<file path="config.mk">
export PLATFORM = sky130hd
export DESIGN_NAME = buzina_farol_flat
export DESIGN_NICKNAME = d
export VERILOG_FILES = /design/src/rtl/buzina_farol_if.sv /design/src/rtl/buzina_farol.sv /design/src/flat_wrapper.sv
export SDC_FILE = /design/constraint.sdc
export NUM_CORES = 1
export LEC_CHECK = 0
export CAP_MARGIN = 20
export CORE_AREA = 2 2 53 55
export CTS_CLUSTER_DIAMETER = 100
export DETAILED_ROUTE_END_ITERATION = 8
export DIE_AREA = 0 0 55 57
export PLACE_DENSITY_LB_ADDON = 0.25
export SYNTH_ARGS = -nofsm -noshare
export SYNTH_HDL_FRONTEND = slang
export SYNTH_SLANG_ARGS = --single-unit
</file>
<file path="constraint.sdc">
create_clock -name clock -period 2.5 [get_ports clock]
set_clock_uncertainty 0.2 [all_clocks]
set_input_delay 0.5 -clock clock [delete_from_list [all_inputs] [get_ports clock]]
set_output_delay 0.5 -clock clock [all_outputs]
set_load 0.02 [all_outputs]
</file>
<file path="src/rtl/buzina_farol_if.sv">
// Warning-request / buzzer bus between the headlight signaler side and
// the buzzer driver. The master drives the request and mute inputs; the
// slave (buzina_farol) drives the buzzer and status outputs.
interface buzina_farol_if;
   logic sinal;
   logic silenciar;
   logic buzina;
   logic ativo;
   logic silenciado;

   modport master (
      output sinal,
      output silenciar,
      input  buzina,
      input  ativo,
      input  silenciado
   );

   modport slave (
      input  sinal,
      input  silenciar,
      output buzina,
      output ativo,
      output silenciado
   );
endinterface

</file>
<file path="src/rtl/buzina_farol.sv">
// Headlight-on warning buzzer driver. Turns the warning request into
// bursts of N_BIPS beeps (T_ON on, T_OFF gap) separated by T_PAUSA of
// silence. A mute request holds the buzzer silent until the request
// drops. Outputs are registered Moore decodes of the state.
module buzina_farol #(
   parameter int T_ON    = 250,
   parameter int T_OFF   = 250,
   parameter int N_BIPS  = 3,
   parameter int T_PAUSA = 1000
) (
   input  logic            clock,
   input  logic            reset,
   buzina_farol_if.slave   bus
);

   localparam int T_MAX1 = (T_ON > T_OFF) ? T_ON : T_OFF;
   localparam int T_MAX  = (T_MAX1 > T_PAUSA) ? T_MAX1 : T_PAUSA;
   localparam int TW     = (T_MAX > 1) ? $clog2(T_MAX + 1) : 1;
   localparam int BW     = $clog2(N_BIPS + 1);

   localparam logic [TW-1:0] T_ON_FIM    = TW'(T_ON - 1);
   localparam logic [TW-1:0] T_OFF_FIM   = TW'(T_OFF - 1);
   localparam logic [TW-1:0] T_PAUSA_FIM = TW'(T_PAUSA - 1);
   localparam logic [BW-1:0] BIPS_FIM    = BW'(N_BIPS - 1);
   localparam logic [TW-1:0] TEMPO_ZERO  = {TW{1'b0}};
   localparam logic [BW-1:0] BIPS_ZERO   = {BW{1'b0}};
   localparam logic [TW-1:0] TEMPO_UM    = {{(TW-1){1'b0}}, 1'b1};
   localparam logic [BW-1:0] BIPS_UM     = {{(BW-1){1'b0}}, 1'b1};

   // Explicit encoding so the state can be inspected by value.
   typedef enum logic [2:0] {
      REPOUSO    = 3'd0,
      LIGADO     = 3'd1,
      DESLIGADO  = 3'd2,
      PAUSA      = 3'd3,
      SILENCIADO = 3'd4
   } estado_t;

   estado_t       state_q, state_d;
   logic [TW-1:0] tempo_q, tempo_d;
   logic [BW-1:0] bips_q,  bips_d;
   logic          buzina_q;
   logic          ativo_q;
   logic          silenciado_q;

   // Next-state and counter logic; request loss beats mute, mute beats timers.
   always_comb begin
      state_d = state_q;
      tempo_d = tempo_q;
      bips_d  = bips_q;
      case (state_q)
         REPOUSO: begin
            if (bus.sinal) begin
               if (bus.silenciar) begin
                  state_d = SILENCIADO;
               end else begin
                  state_d = LIGADO;
               end
               tempo_d = TEMPO_ZERO;
               bips_d  = BIPS_ZERO;
            end else begin
               state_d = REPOUSO;
            end
         end
         LIGADO, DESLIGADO, PAUSA: begin
            if (!bus.sinal) begin
               state_d = REPOUSO;
               tempo_d = TEMPO_ZERO;
               bips_d  = BIPS_ZERO;
            end else if (bus.silenciar) begin
               state_d = SILENCIADO;
               tempo_d = TEMPO_ZERO;
               bips_d  = BIPS_ZERO;
            end else begin
               case (state_q)
                  LIGADO: begin
                     if (tempo_q == T_ON_FIM) begin
                        tempo_d = TEMPO_ZERO;
                        bips_d  = bips_q + BIPS_UM;
                        if (bips_q == BIPS_FIM) begin
                           state_d = PAUSA;
                        end else begin
                           state_d = DESLIGADO;
                        end
                     end else begin
                        tempo_d = tempo_q + TEMPO_UM;
                     end
                  end
                  DESLIGADO: begin
                     if (tempo_q == T_OFF_FIM) begin
                        state_d = LIGADO;
                        tempo_d = TEMPO_ZERO;
                     end else begin
                        tempo_d = tempo_q + TEMPO_UM;
                     end
                  end
                  PAUSA: begin
                     if (tempo_q == T_PAUSA_FIM) begin
                        state_d = LIGADO;
                        tempo_d = TEMPO_ZERO;
                        bips_d  = BIPS_ZERO;
                     end else begin
                        tempo_d = tempo_q + TEMPO_UM;
                     end
                  end
                  default: begin
                     state_d = REPOUSO;
                  end
               endcase
            end
         end
         SILENCIADO: begin
            if (!bus.sinal) begin
               state_d = REPOUSO;
            end else begin
               state_d = SILENCIADO;
            end
            tempo_d = TEMPO_ZERO;
            bips_d  = BIPS_ZERO;
         end
         default: begin
            state_d = REPOUSO;
            tempo_d = TEMPO_ZERO;
            bips_d  = BIPS_ZERO;
         end
      endcase
   end

   // State, counters and output registers; outputs decode the next state so
   // they always match the registered state.
   always_ff @(posedge clock) begin
      if (reset) begin
         state_q      <= REPOUSO;
         tempo_q      <= TEMPO_ZERO;
         bips_q       <= BIPS_ZERO;
         buzina_q     <= 1'b0;
         ativo_q      <= 1'b0;
         silenciado_q <= 1'b0;
      end else begin
         state_q      <= state_d;
         tempo_q      <= tempo_d;
         bips_q       <= bips_d;
         buzina_q     <= (state_d == LIGADO);
         ativo_q      <= (state_d == LIGADO) || (state_d == DESLIGADO) ||
                         (state_d == PAUSA);
         silenciado_q <= (state_d == SILENCIADO);
      end
   end

   assign bus.buzina     = buzina_q;
   assign bus.ativo      = ativo_q;
   assign bus.silenciado = silenciado_q;

endmodule
</file>
<file path="src/flat_wrapper.sv">
// flat-port wrapper written by rule: the top's interface ports become plain ports
module buzina_farol_flat 
#(
   parameter int T_ON    = 250,
   parameter int T_OFF   = 250,
   parameter int N_BIPS  = 3,
   parameter int T_PAUSA = 1000
)
  (clock, reset, bus_sinal, bus_silenciar, bus_buzina, bus_ativo, bus_silenciado);
  buzina_farol_if bus_i ();
  input  logic clock;
  input  logic reset;
  input wire logic [$bits(bus_i.sinal)-1:0] bus_sinal;
  input wire logic [$bits(bus_i.silenciar)-1:0] bus_silenciar;
  output wire logic [$bits(bus_i.buzina)-1:0] bus_buzina;
  output wire logic [$bits(bus_i.ativo)-1:0] bus_ativo;
  output wire logic [$bits(bus_i.silenciado)-1:0] bus_silenciado;
  assign bus_i.sinal = bus_sinal;
  assign bus_i.silenciar = bus_silenciar;
  assign bus_buzina = bus_i.buzina;
  assign bus_ativo = bus_i.ativo;
  assign bus_silenciado = bus_i.silenciado;
  buzina_farol #(.T_ON(T_ON), .T_OFF(T_OFF), .N_BIPS(N_BIPS), .T_PAUSA(T_PAUSA)) u_core (.clock(clock), .reset(reset), .bus(bus_i));
endmodule
</file>
# Word-level counts from Yosys, hierarchy flattened
# Cells that the tools add are included.
[classes] multipliers=0 div=0 order_cmp=0 mux=25 reduce_logical=7 bitwise=0 eq_ne=16 add_sub_neg=2 shift=0
[ops] operator="$mux 10" count=5
[ops] operator="$pmux 10 s2" count=2
[ops] operator="$mux 3" count=8
[ops] operator="$pmux 3 s3" count=2
[ops] operator="$ne 5x4->1 const B" count=3
[ops] operator="$eq 3x2->1 const B" count=4
[ops] operator="$add 10x1->10 const B" count=1
[ops] operator="$eq 10x10->1 const B" count=1
[ops] operator="$eq 10x8->1 const B" count=1
[ops] operator="$mux 2" count=5
[ops] operator="$pmux 2 s2" count=2
[ops] operator="$eq 3x1->1 const B" count=2
[ops] operator="$eq 3x3->1 const B" count=2
[ops] operator="$ne 5x3->1 const B" count=1
[ops] operator="$reduce_and 4->1" count=1
[ops] operator="$logic_not 3->1" count=1
[ops] operator="$reduce_or 3->1" count=1
[ops] operator="$add 2x1->2 const B" count=1
[ops] operator="$eq 2x2->1 const B" count=1
[ops] operator="$logic_or 1x1->1" count=2
[ops] operator="$ne 2x2->1 const B" count=1
[ops] operator="$reduce_and 2->1" count=1
[ops] operator="$reduce_or 2->1" count=1
[ops] operator="$mux 1" count=1
[word_totals] mem_bits_rw=0 latchBits=0 out_inout_bits=3 rom_bits=0 wordCells=56 input_bits=4 reg_bits=18 n_memories=0

# Longest topological paths before layout
[depth] word_depth=10 depth_mapped=6 depth_no_buf=6

# Least setup slack after synthesis
# No wires, ideal clock.
[synth_path] path_kind="input -> register" from="in bus_silenciar" to="reg u_core.tempo_q[4]" path_stages=4 arrival_ns=1.837 setup_slack_ns=0.377 path_buffers=0 setup_time_ns=0.086 required_ns=2.214 path_cell_list="or3b_4 > or2_4 > or4_1 > a211oi_1"
[synth_via] elab_chain_len=3 elab_cells_between_ends=5 classes_between="eq/ne: 1; mux: 3; reduce/logical: 1"
[synth_rtl] element="start: declaration" line_no="flat_wrapper.sv:14" source="input wire logic [$bits(bus_i.silenciar)-1:0] bus_silenciar;"
[synth_rtl] element="$mux 10" line_no="buzina_farol.sv:70" source="end else if (bus.silenciar) begin"
[synth_rtl] element="$mux 10" line_no="buzina_farol.sv:66" source="if (!bus.sinal) begin"
[synth_rtl] element="$pmux 10 s2" line_no="buzina_farol.sv:51" source="case (state_q)"
[synth_rtl] element="end signal: assignment" line_no="buzina_farol.sv:141" source="tempo_q <= tempo_d;"
[synth_rtl] element="end: declaration" line_no="buzina_farol.sv:40" source="logic [TW-1:0] tempo_q, tempo_d;"
# Parallel ways exist; a longest one is shown, timed or not.
# A chain may end at the register's enable or synchronous reset.

# Worst setup path after layout
[layout_path] from="in bus_sinal" to="reg u_core.tempo_q[4]"
[layout_via] elab_chain_len=2 elab_cells_between_ends=5 classes_between="eq/ne: 2; mux: 2; reduce/logical: 1"
[layout_rtl] element="start: declaration" line_no="flat_wrapper.sv:13" source="input wire logic [$bits(bus_i.sinal)-1:0] bus_sinal;"
[layout_rtl] element="$ne 5x4->1 (no line) (tied with other cells)"
[layout_rtl] element="$reduce_and 2->1 (no line) or $pmux 10 s2 (tied branches)"
# Parallel ways exist; a longest one is shown, timed or not.

==> flow_metrics.py <==
metrics = {
    "global_route": {
        "antenna_found_initial": 0,
        "grt_max_degree": 16,
        "track_usage": 0.196,
        "grt_pass1_vias": 1016,
        "overflow": 0,
        "grt_pass1_wl_microns": 4600,
    },
    "placement": {
        "dp_cells": 169,
        "gp_congestion": 0.877,
        "portBuffers": 6,
        "hpwl_microns": 1830,
        "placed_cell_area_sq_um": 1210,
        "post-place-ws_ns": -0.166,
    },
    "timing": {
        "setup_viol": 0,
        "finalCritPeriodShare": 0.936,
        "max_slew_margin": 0.481,
        "worst_pin_slew_ns": 0.772,
        "hold_viol": 0,
        "fin_tns_setup_ns": 0,
        "rsz0062_at_grt": "false",
        "max_freq_mhz": 427,
        "layout_setup_ws_ns": 0.160,
        "slew_violations": 0,
        "min_period_ns": 2.34,
    },
    "layout": {
        "area_delta_synth_final_pct": 13.9,
        "multiInputGateArea_sq_um": 669,
        "fill_cells": 272,
        "stdcell_area_sq_um": 1250,
        "drive_gt1_frac": 0.141,
        "ff_latch_area_sq_um": 360,
        "antenna_cells": 0,
        "final_cells": 173,
        "final_nets": 150,
        "final_core_util": 0.478,
    },
    "critical_path": {
        "rr_endpoint": "u_core.tempo_q[4]",
        "startpoint_type": "input pin",
        "rr_worst_depth": 4,
        "endpoint_kind": "flop",
        "rr_startpoint": "u_core.state_q[2]",
        "rrSetupSlack_ns": 0.36,
        "crit_type": "in -> reg",
        "cp.arrival_ns": 2.38,
        "path_max_fanout": 5,
        "required_ns": 2.54,
    },
    "routing": {
        "routedWlPerCell_microns": 15.5,
        "wl_microns": 2690,
        "drtPass1Iterations": 4,
        "ant_nets": 0,
        "via_count": 1063,
        "drt-initial-drc-count": 41,
        "viasPerCell": 6.14,
        "drc_errors": 0,
    },
    "power": {
        "leakagePower_nw": 0.383,
        "power.density_nw_per_um2": 428,
        "irDropWorstVdd_uv": 228,
    },
    "clock_network": {
        "postCtsSetupBuffers": 0,
        "clock-root-buffer": "clkbuf_4",
        "numCtsBuffers": 3,
        "holdBufCountCts": 0,
        "htree_levels": 1,
        "clockBufferDepth": 2,
        "clk_pin_slew_ns": 0.12,
        "cts_tree": "built",
        "clock-sinks": 18,
        "clock_latency_ns": 0.31,
        "cts_resized": 0,
    },
    "synth": {
        "yosysWarnings": 0,
        "syn_inst": 131,
        "synth_seq_cells": 18,
        "synth_cell_types": 43,
        "synth_top_area_frac": 0.328,
        "synth_most_common_cell": "dfxtp_1",
        "synth_common_cells": "18 x dfxtp_1, 12 x nand2_1, 8 x a21oi_1",
        "syn-num-nets": 138,
        "synth-edff-count": 0,
        "synth-main-ff-cell": "dfxtp_1",
        "synth-seq-area-share": 0.328,
        "async_flop_share": 0,
        "synth.area.top_cells": "dfxtp_1 33%, nand2_1 4.1%, a21oi_1 3.6%",
        "syn_avg_cell_area_sq_um": 8.39,
        "synth.largest_area_cell": "dfxtp_1",
        "netlist_area_sq_um": 1100,
    },
    "floorplanning": {
        "core-area_sq_um": 2620,
        "dieWidth_microns": 55,
        "fp-row-count": 19,
        "start_util": 0.420,
        "die_h_microns": 57,
        "pin_count": 7,
        "dieArea_sq_um": 3140,
    },
    "outcome": {
        "status": "complete, no violations",
    },
    "worst_hold_path": {
        "hp-start": "u_core.tempo_q[1]",
        "hold_path_end": "u_core.tempo_q[1]",
        "hold_depth": 2,
        "worst_hold_path_type": "reg -> reg",
    },
    "run": {
        "max_cap_viol_count": 0,
    },
}
final cells by class:
| class | instances | area share |
|---|---|---|
| inverter | 7 | 0.0210 |
| timing repair buffer | 14 | 0.0960 |
| sequential | 18 | 0.288 |
| clock buffer | 4 | 0.0290 |
| multi-input combinational | 99 | 0.535 |
| tap | 31 | 0.0310 |
registers in the layout, indices dropped and copies added (netlist names):
name	flops
u_core.bus.buzina	1
u_core.tempo_q	10
u_core.bus.ativo	1
u_core.bips_q	2
u_core.state_q	3
u_core.bus.silenciado	1
metal layers:
layer / vias up / wire length [microns] / global-route usage
li1: 529 / - / -
met1: 504 / 1210 / 0.266
met2: 25 / 1330 / 0.311
met3: 5 / 101 / 0.0262
met4: 0 / 38 / 0.0732
met5: - / 0 / 0
how the worst max path moves through the flow:
stage                  startpoint                end
finish                  bus_sinal  u_core.tempo_q[4]
detailed placement      bus_sinal  u_core.tempo_q[4]
floorplan           bus_silenciar  u_core.tempo_q[4]
global placement        bus_sinal  u_core.tempo_q[4]
global route            bus_sinal  u_core.tempo_q[4]
CTS                     bus_sinal  u_core.tempo_q[4]
cells by family after synthesis:
group                      synth area share
and+or+nand+nor                       0.347
AOI/OAI and AO/OA                     0.198
buffers and inverters                0.0626
adders and majority gates            0.0342
muxes                                0.0296
DFF                                   0.328
layout by cell type, fill, tap and decap left out, drive strengths merged, types with 2 or more instances in the layout:
cell           count
nand2             12
mux2               2
o21a               2
dfxtp             18
a31oi              5
nor4               3
or4                5
o31ai              2
or2                2
inv                7
nand4              5
a21oi              8
a41oi              2
clkdlybuf4s50      6
o2111ai            3
buf                8
o21ai              2
and4               2
nor3b              5
nor2               5
nor2b              6
nand3              5
clkbuf             4
ha                 3
nor3               3
nand3b             2
report_power, final:
part / total, mW / internal (mW) / leakage (nW) / switching (mW)
Combinational: 0.0498 / 0.0248 / 0.216 / 0.0250
Clock: 0.191 / 0.0889 / 0.0210 / 0.102
Sequential: 0.295 / 0.291 / 0.146 / 0.00424
through the flow:
stage	total power, mW	hold WS [ns]
2_1_floorplan	0.327	0.270
3_3_place_gp	0.350	0.290
3_5_place_dp	0.351	0.309
4_1_cts	0.536	0.325
5_1_grt	0.559	0.363
6_report	0.536	0.321
worst max-delay path: stages:
cell and delay, ns:
clkdlybuf4s50_1 0.47, or3b_4 0.38, or2_4 0.28, or4_1 0.52, a211oi_1 0.22
(Power assumes the default switching activity.)
